===== config.mk =====
export PLATFORM = sky130hd
export DESIGN_NAME = baud_tick_gen_flat
export DESIGN_NICKNAME = d
export VERILOG_FILES = /design/src/rtl/baud_tick_if.sv /design/src/rtl/baud_tick_gen.sv /design/src/flat_wrapper.sv
export SDC_FILE = /design/constraint.sdc
export NUM_CORES = 1
export LEC_CHECK = 0
export CAP_MARGIN = 40
export CORE_MARGIN = 4
export CORE_UTILIZATION = 26
export CTS_CLUSTER_SIZE = 24
export DETAILED_ROUTE_END_ITERATION = 10
export GPL_TIMING_DRIVEN = 0
export PLACE_DENSITY_LB_ADDON = 0.08
export SYNTH_ARGS = -nofsm -noshare
export SYNTH_HDL_FRONTEND = slang
export SYNTH_SLANG_ARGS = --single-unit

===== constraint.sdc =====
create_clock -name clk -period 6.5 [get_ports clk]
set_clock_uncertainty 0.2 [all_clocks]
set_input_delay 0.65 -clock clk [delete_from_list [all_inputs] [get_ports clk]]
set_output_delay 0.65 -clock clk [all_outputs]
set_load 0.01 [all_outputs]

===== src/rtl/baud_tick_if.sv =====
// baud_tick_if: control/status bundle between a baud tick generator and its user
//   enable, clear, load, divisor : driven by the master (controller)
//   s_tick, bit_tick, div_err    : one-cycle pulses driven by the generator
//   div_count, ovs_count         : live counter values driven by the generator
interface baud_tick_if #(
    parameter int DIV_BITS = 11,
    parameter int OVS_BITS = 4
);
    logic                enable;
    logic                clear;
    logic                load;
    logic [DIV_BITS-1:0] divisor;
    logic                s_tick;
    logic                bit_tick;
    logic                div_err;
    logic [DIV_BITS-1:0] div_count;
    logic [OVS_BITS-1:0] ovs_count;
    modport master (
        output enable, clear, load, divisor,
        input  s_tick, bit_tick, div_err, div_count, ovs_count
    );
    modport slave (
        input  enable, clear, load, divisor,
        output s_tick, bit_tick, div_err, div_count, ovs_count
    );
endinterface


===== src/rtl/baud_tick_gen.sv =====
// baud_tick_gen: programmable sample-tick divider with an oversample bit-tick stage
//   clk, reset_n : clock and asynchronous active-low reset
//   bus (slave)  : enable/clear/load/divisor in; s_tick/bit_tick/div_err/div_count/ovs_count out
module baud_tick_gen #(
    parameter int DIV_BITS    = 11,
    parameter int DEFAULT_DIV = 651,
    parameter int OVS         = 16,
    parameter int OVS_BITS    = 4
) (
    input logic       clk,
    input logic       reset_n,
    baud_tick_if.slave bus
);
    logic [DIV_BITS-1:0] div_reg;
    logic [DIV_BITS-1:0] div_count;
    logic [OVS_BITS-1:0] ovs_count;
    logic                div_err;
    logic                div_end;
    logic                ovs_end;
    logic                load_ok;
    logic                restart;
    logic                s_tick;
    always_comb begin
        div_end = div_count == div_reg - DIV_BITS'(1);
        ovs_end = ovs_count == OVS_BITS'(OVS - 1);
        load_ok = bus.load && (bus.divisor >= DIV_BITS'(2));
        restart = bus.clear || load_ok;
        // any load, even a rejected one, swallows the tick of its cycle
        s_tick  = reset_n && bus.enable && div_end && !bus.clear && !bus.load;
    end
    always_ff @(posedge clk or negedge reset_n) begin
        if (!reset_n) begin
            div_reg   <= DIV_BITS'(DEFAULT_DIV);
            div_count <= '0;
            ovs_count <= '0;
            div_err   <= 1'b0;
        end else begin
            div_err <= bus.load && !load_ok;
            if (load_ok) div_reg <= bus.divisor;
            if (restart) begin
                div_count <= '0;
                ovs_count <= '0;
            end else if (bus.enable) begin
                // a rejected load lets the divider wrap but the suppressed tick does not advance ovs
                div_count <= div_end ? '0 : div_count + DIV_BITS'(1);
                if (s_tick) ovs_count <= ovs_end ? '0 : ovs_count + OVS_BITS'(1);
            end
        end
    end
    assign bus.s_tick    = s_tick;
    assign bus.bit_tick  = s_tick && ovs_end;
    assign bus.div_err   = div_err;
    assign bus.div_count = div_count;
    assign bus.ovs_count = ovs_count;
endmodule


===== src/flat_wrapper.sv =====
// flat-port wrapper written by rule: the top's interface ports become plain ports
module baud_tick_gen_flat 
#(
    parameter int DIV_BITS    = 11,
    parameter int DEFAULT_DIV = 651,
    parameter int OVS         = 16,
    parameter int OVS_BITS    = 4
)
  (clk, reset_n, bus_enable, bus_clear, bus_load, bus_divisor, bus_s_tick, bus_bit_tick, bus_div_err, bus_div_count, bus_ovs_count);
  baud_tick_if #(.DIV_BITS(DIV_BITS), .OVS_BITS(OVS_BITS)) bus_i ();
  input logic clk;
  input logic reset_n;
  input wire logic [$bits(bus_i.enable)-1:0] bus_enable;
  input wire logic [$bits(bus_i.clear)-1:0] bus_clear;
  input wire logic [$bits(bus_i.load)-1:0] bus_load;
  input wire logic [$bits(bus_i.divisor)-1:0] bus_divisor;
  output wire logic [$bits(bus_i.s_tick)-1:0] bus_s_tick;
  output wire logic [$bits(bus_i.bit_tick)-1:0] bus_bit_tick;
  output wire logic [$bits(bus_i.div_err)-1:0] bus_div_err;
  output wire logic [$bits(bus_i.div_count)-1:0] bus_div_count;
  output wire logic [$bits(bus_i.ovs_count)-1:0] bus_ovs_count;
  assign bus_i.enable = bus_enable;
  assign bus_i.clear = bus_clear;
  assign bus_i.load = bus_load;
  assign bus_i.divisor = bus_divisor;
  assign bus_s_tick = bus_i.s_tick;
  assign bus_bit_tick = bus_i.bit_tick;
  assign bus_div_err = bus_i.div_err;
  assign bus_div_count = bus_i.div_count;
  assign bus_ovs_count = bus_i.ovs_count;
  baud_tick_gen #(.DIV_BITS(DIV_BITS), .DEFAULT_DIV(DEFAULT_DIV), .OVS(OVS), .OVS_BITS(OVS_BITS)) u_core (.clk(clk), .reset_n(reset_n), .bus(bus_i));
endmodule

After elaboration in Yosys (flattened, before gate mapping)
Cells that the tools add are included.

Reductions and logical operators: 14. Muxes and demuxes: 7. Equality and inequality tests: 2. Add/subtract/negate cells: 3. $lt $le $gt $ge: 1.

Operators by type and width (count): $mux W11 (3); $mux W4 (4); $add A11 B1 Y11 const B (1); $eq A11 B11 Y1 (1); $ge A11 B2 Y1 const B (1); $sub A11 B1 Y11 const B (1); $logic_and A1 B1 Y1 (7); $add A4 B1 Y4 const B (1); $eq A4 B4 Y1 const B (1); $reduce_bool A2 Y1 (2); $logic_not A1 Y1 (3); $reduce_and A2 Y1 (1); $logic_or A1 B1 Y1 (1).

Flip-flop bits (word level): 27. Word-level logic and storage cells: 31.

Longest topological paths before layout
Depth after elaboration: 8. Depth in mapped cells: 10.

Least setup slack after synthesis
Ideal clock, no wire load.

Path type: register -> output. Start: register u_core.div_reg[0]. End: output bus_bit_tick. Buffers on the path: 1. Required time: 5.650 ns. Slack: 3.079 ns. Arrival time: 2.571 ns. Cell stages (with the launch flop): 10. Cell sequence: dfstp_2 > inv_1 > ha_1 > buf_2 > o21bai_1 > a211oi_1 > nor3_1 > or3_1 > or4_1 > nor3_1.

Longest elaborated chain between the ends: 6.

RTL lines: from (decl) (line baud_tick_gen.sv:14) `logic [DIV_BITS-1:0] div_reg;`; from (signal assigned) (line baud_tick_gen.sv:33) `div_reg <= DIV_BITS'(DEFAULT_DIV);`; from (signal assigned) (line baud_tick_gen.sv:39) `if (load_ok) div_reg <= bus.divisor;`; $sub A11 B1 Y11 (line baud_tick_gen.sv:24) `div_end = div_count == div_reg - DIV_BITS'(1);`; $eq A11 B11 Y1 (line baud_tick_gen.sv:24); $logic_and A1 B1 Y1 (3 in a row) (line baud_tick_gen.sv:29) `s_tick = reset_n && bus.enable && div_end && !bus.clear && !bus.load;`; $logic_and A1 B1 Y1 (line baud_tick_gen.sv:51) `assign bus.bit_tick = s_tick && ovs_end;`; to (decl) (line flat_wrapper.sv:18) `output wire logic [$bits(bus_i.bit_tick)-1:0] bus_bit_tick;`.

Every way passes these cells.

Worst setup path in the final report
Same ends and word-level chain as after synthesis.

==> results.md <==
* Latest clock arrival within the worst-skew pair at 0.27 ns
* Vias in the first global route at 1598
* Die area at 8290 um^2
* Slowest CP cell: dfstp_2
* First-pass GRT wire length at around 8.2 mm
* Syn Area/Cell at around 9.5 um^2
* Worst relative slew slack at 49.6%
* Dominant synthesized flop cell: dfrtp_1
* Area delta synth->final at 26.2%
* Final Hold Viols at 0
* GRT Util Overall at 12.2%
* Die width at 91.1 um
* Tot Pwr at roughly 0.00036 W
* Fin. max-slew vios at 0
* I/O pins at 34
* Starting Density at 26.6%
* Die Y at 91.1 um
* Crit path largest cell delay at around 0.62 ns
* Slew @ Worst Pin at 0.750 ns
* End-of-flow core utilization at 33.5%
* Crit-path leading delay family: simple AND/OR/NAND/NOR gates
* Grt total ovfl at 0
* Post-Synth Simple-Gate Area at 29.4%
* Worst path most repeated cell: nor3_1
* Synth top area share at between 30 and 40%
* Req. time, crit path at around 5.7 ns
* Vias per cell at 5.11
* Input/output buffers at 33
* Clock buffer count from CTS at 3
* Worst vdd ir at 0.0723 mV
* Synth Area in Compound Gates at 10.0%
* Post-Synth XOR/XNOR Area at between 10% and 20%
* Max H-tree Level at 1
* Area contributors post-synth: dfrtp_1 31%, dfstp_2 7.3%, mux2_2 5.0%, xor2_1 4.9%, nor3_1 4.5%
* CTS Sinks at 27
* Clk root buf: clkbuf_8
* Clock Tree Buf Depth at 2
* Post-route cell area at 2260 um^2
* Worst Setup End Kind: primary output
* Post-route DRC at 0
* Largest net degree at the start of global routing at 29
* Setup crit start kind: flop
* Synth cell types at 47
* Final setup TNS at 0 ns
* Post-synthesis mux area share at 6.69%
* Layout Cells excl Fill at 305
* Post-CTS Setup Inserts at 0
* Leakage at between 0.8 and 0.9 nW
* Crit-path cells: inv_1 > ha_1 > buf_2 > o21bai_1 > a211oi_1 > nor3_1 > or3_1 > or4_1 > nor3_1 > clkdlybuf4s50_1
* Count leader, synth: dfrtp_1
* Critical-path maximum fanout at 9
* Row count at 30
* Setup-failing EPs final at 0
* GPL Wtd Cong at just under 0.8
* First-pass DRT Iterations at 4
* Top cells by count, synth: 22 x dfrtp_1, 16 x nand2_1, 16 x nor3_1
* Worst path bufs/invs at 3
* Yosys reg bits at 27
* Min Tclk post-route at about 4.4 ns
* Antenna Cells at 0
* Critical path type: reg2out
* R2r worst-path depth at 10
* Initial antenna violation count at 0
* Clk slew on worst S/H paths at 0.09 ns
* 1st-iter DRT viols at 76
* Outcome: complete, no violations
* WP data arrival at 3.57 ns
* Synthesized instance count at 188
* Vias at 1559
* Final worst-path cycle share at 68.0%
* Peak Freq at 226 MHz
* Placed cell count at roughly 300
* WL final at 4.79 mm
* P per Cell Area at 157 nW/um^2
* Syn_nets at around 210
* Sequential area share after synthesis at between 30% and 40%
* Post-CTS Resized at 0
* Largest family of logic cells by synthesized area: simple AND/OR/NAND/NOR gates
* Mapped cell area at 1790 um^2
* EDFF count, synth at 0
* ANT nets after route at 0
* Hold-fix buffers at CTS at 0
* Post-synthesis adder-cell area fraction at 2.09%
* Post-placement cell area at 2220 um^2
* Final HPWL DP at 3.71 mm
* Core ar. at 6760 um^2
* Synth area leader: dfrtp_1
* RSZ-0062 raised after global routing: no
* Routed WL per cell at 15.7 um
* Async S/R FF share, synth at 100%
* R2R Path Start: u_core.div_reg[0]$_DFFE_PN1P_
* Max-cap violations at 0
* Hold crit path type: in2async
* Layout cells sized above 1 at between 10% and 20%
* CP Depth at 10
* Yosys warns at 0
* R2R Path End: u_core.bus.div_count[10]$_DFFE_PN0P_
* Final nets at between 200 and 250
* CTS tree: done
* Reg2reg setup slack at 3.16 ns
[metal layers]
metal  global-route usage [%]  share of wire [%]  routed length, um  up-vias
li1                         -                  -                  -      767
met1                     16.8                 49               2360      752
met2                     19.7                 46               2220       32
met3                     1.99                2.5                121        8
met4                     3.77                1.8                 87        0
met5                        0                  0                  0        -
[power breakdown]
part | leakage [nW] | switching, W | internal (W) | total [W]
Combinational | 0.490 | 0.0000383 | 0.0000345 | 0.0000727
Sequential | 0.346 | 0.00000983 | 0.000177 | 0.000187
Clock | 0.0228 | 0.0000524 | 0.0000439 | 0.0000963
Total | 0.858 | 0.000101 | 0.000256 | 0.000356
[worst register-to-register path: cells and delay by family, from the launching register on]
family / cells / cell delay, ns
AO/OA/AOI/OAI: 1 / 0.25
adder cells (fa/ha/maj): 1 / 0.19
buffers and inverters: 3 / 0.43
flip-flops: 1 / 0.62
AND/OR/NAND/NOR: 5 / 1.53
[cell type report]
cell class | instances | area, um^2
multi-input combinational | 149 | 1060
fill | 721 | 4490
inverter | 4 | 15.0
clock buffer | 4 | 45.0
tap | 80 | 100
buffer | 8 | 36.3
sequential | 27 | 682
timing repair buffer | 33 | 325
[cells in the final DEF (no fill, tap or decap), drive strengths merged, types with 3 or more instances in the layout]
cell type      Yosys  final
or3                5      5
mux2               8      8
nand4b             4      4
inv                4      4
xnor2              9      9
clkdlybuf4s50      0     32
a31oi              3      3
or4                3      3
nor4               3      3
nand3              4      4
and3               6      6
clkbuf             3      7
buf                5      6
dfrtp             22     22
nor3              18     18
o21ai              6      6
nand2             16     16
nor2              13     13
nor2b              3      3
dfstp              5      5
xor2              10     10
ha                 3      3
a21oi              4      4
mux2i              3      3
[kinds of logic (layout without fill, tap and decap cells)]
| kind of cell | Yosys count | in the layout |
|---|---|---|
| simple gates | 89 | 89 |
| flops | 27 | 27 |
| compound gates | 26 | 26 |
| xor+xnor | 20 | 20 |
| buf+inv | 12 | 49 |
| mux | 11 | 11 |
| fa+ha+maj | 3 | 3 |
[through the flow]
step	worst slack, ns	hold WS [ns]
global route	1.81	0.245
floorplan	3.08	0.154
detailed placement	2.37	0.346
finish	2.08	0.195
global placement	2.11	0.334
CTS	2.03	0.221
[worst max-delay path by stage]
| stage | from | to | slack [ns] |
|---|---|---|---|
| 5_1_grt | u_core.div_reg[0]$_DFFE_PN1P_ | bus_bit_tick | 1.81 |
| 4_1_cts | u_core.div_reg[0]$_DFFE_PN1P_ | bus_bit_tick | 2.03 |
| 3_3_place_gp | reset_n | bus_bit_tick | 2.11 |
| 2_1_floorplan | u_core.div_reg[0]$_DFFE_PN1P_ | bus_bit_tick | 3.08 |
| 3_5_place_dp | u_core.div_reg[0]$_DFFE_PN1P_ | bus_bit_tick | 2.37 |
| 6_report | u_core.div_reg[0]$_DFFE_PN1P_ | bus_bit_tick | 2.08 |
Note: power is estimated with default switching activity, not from simulation.
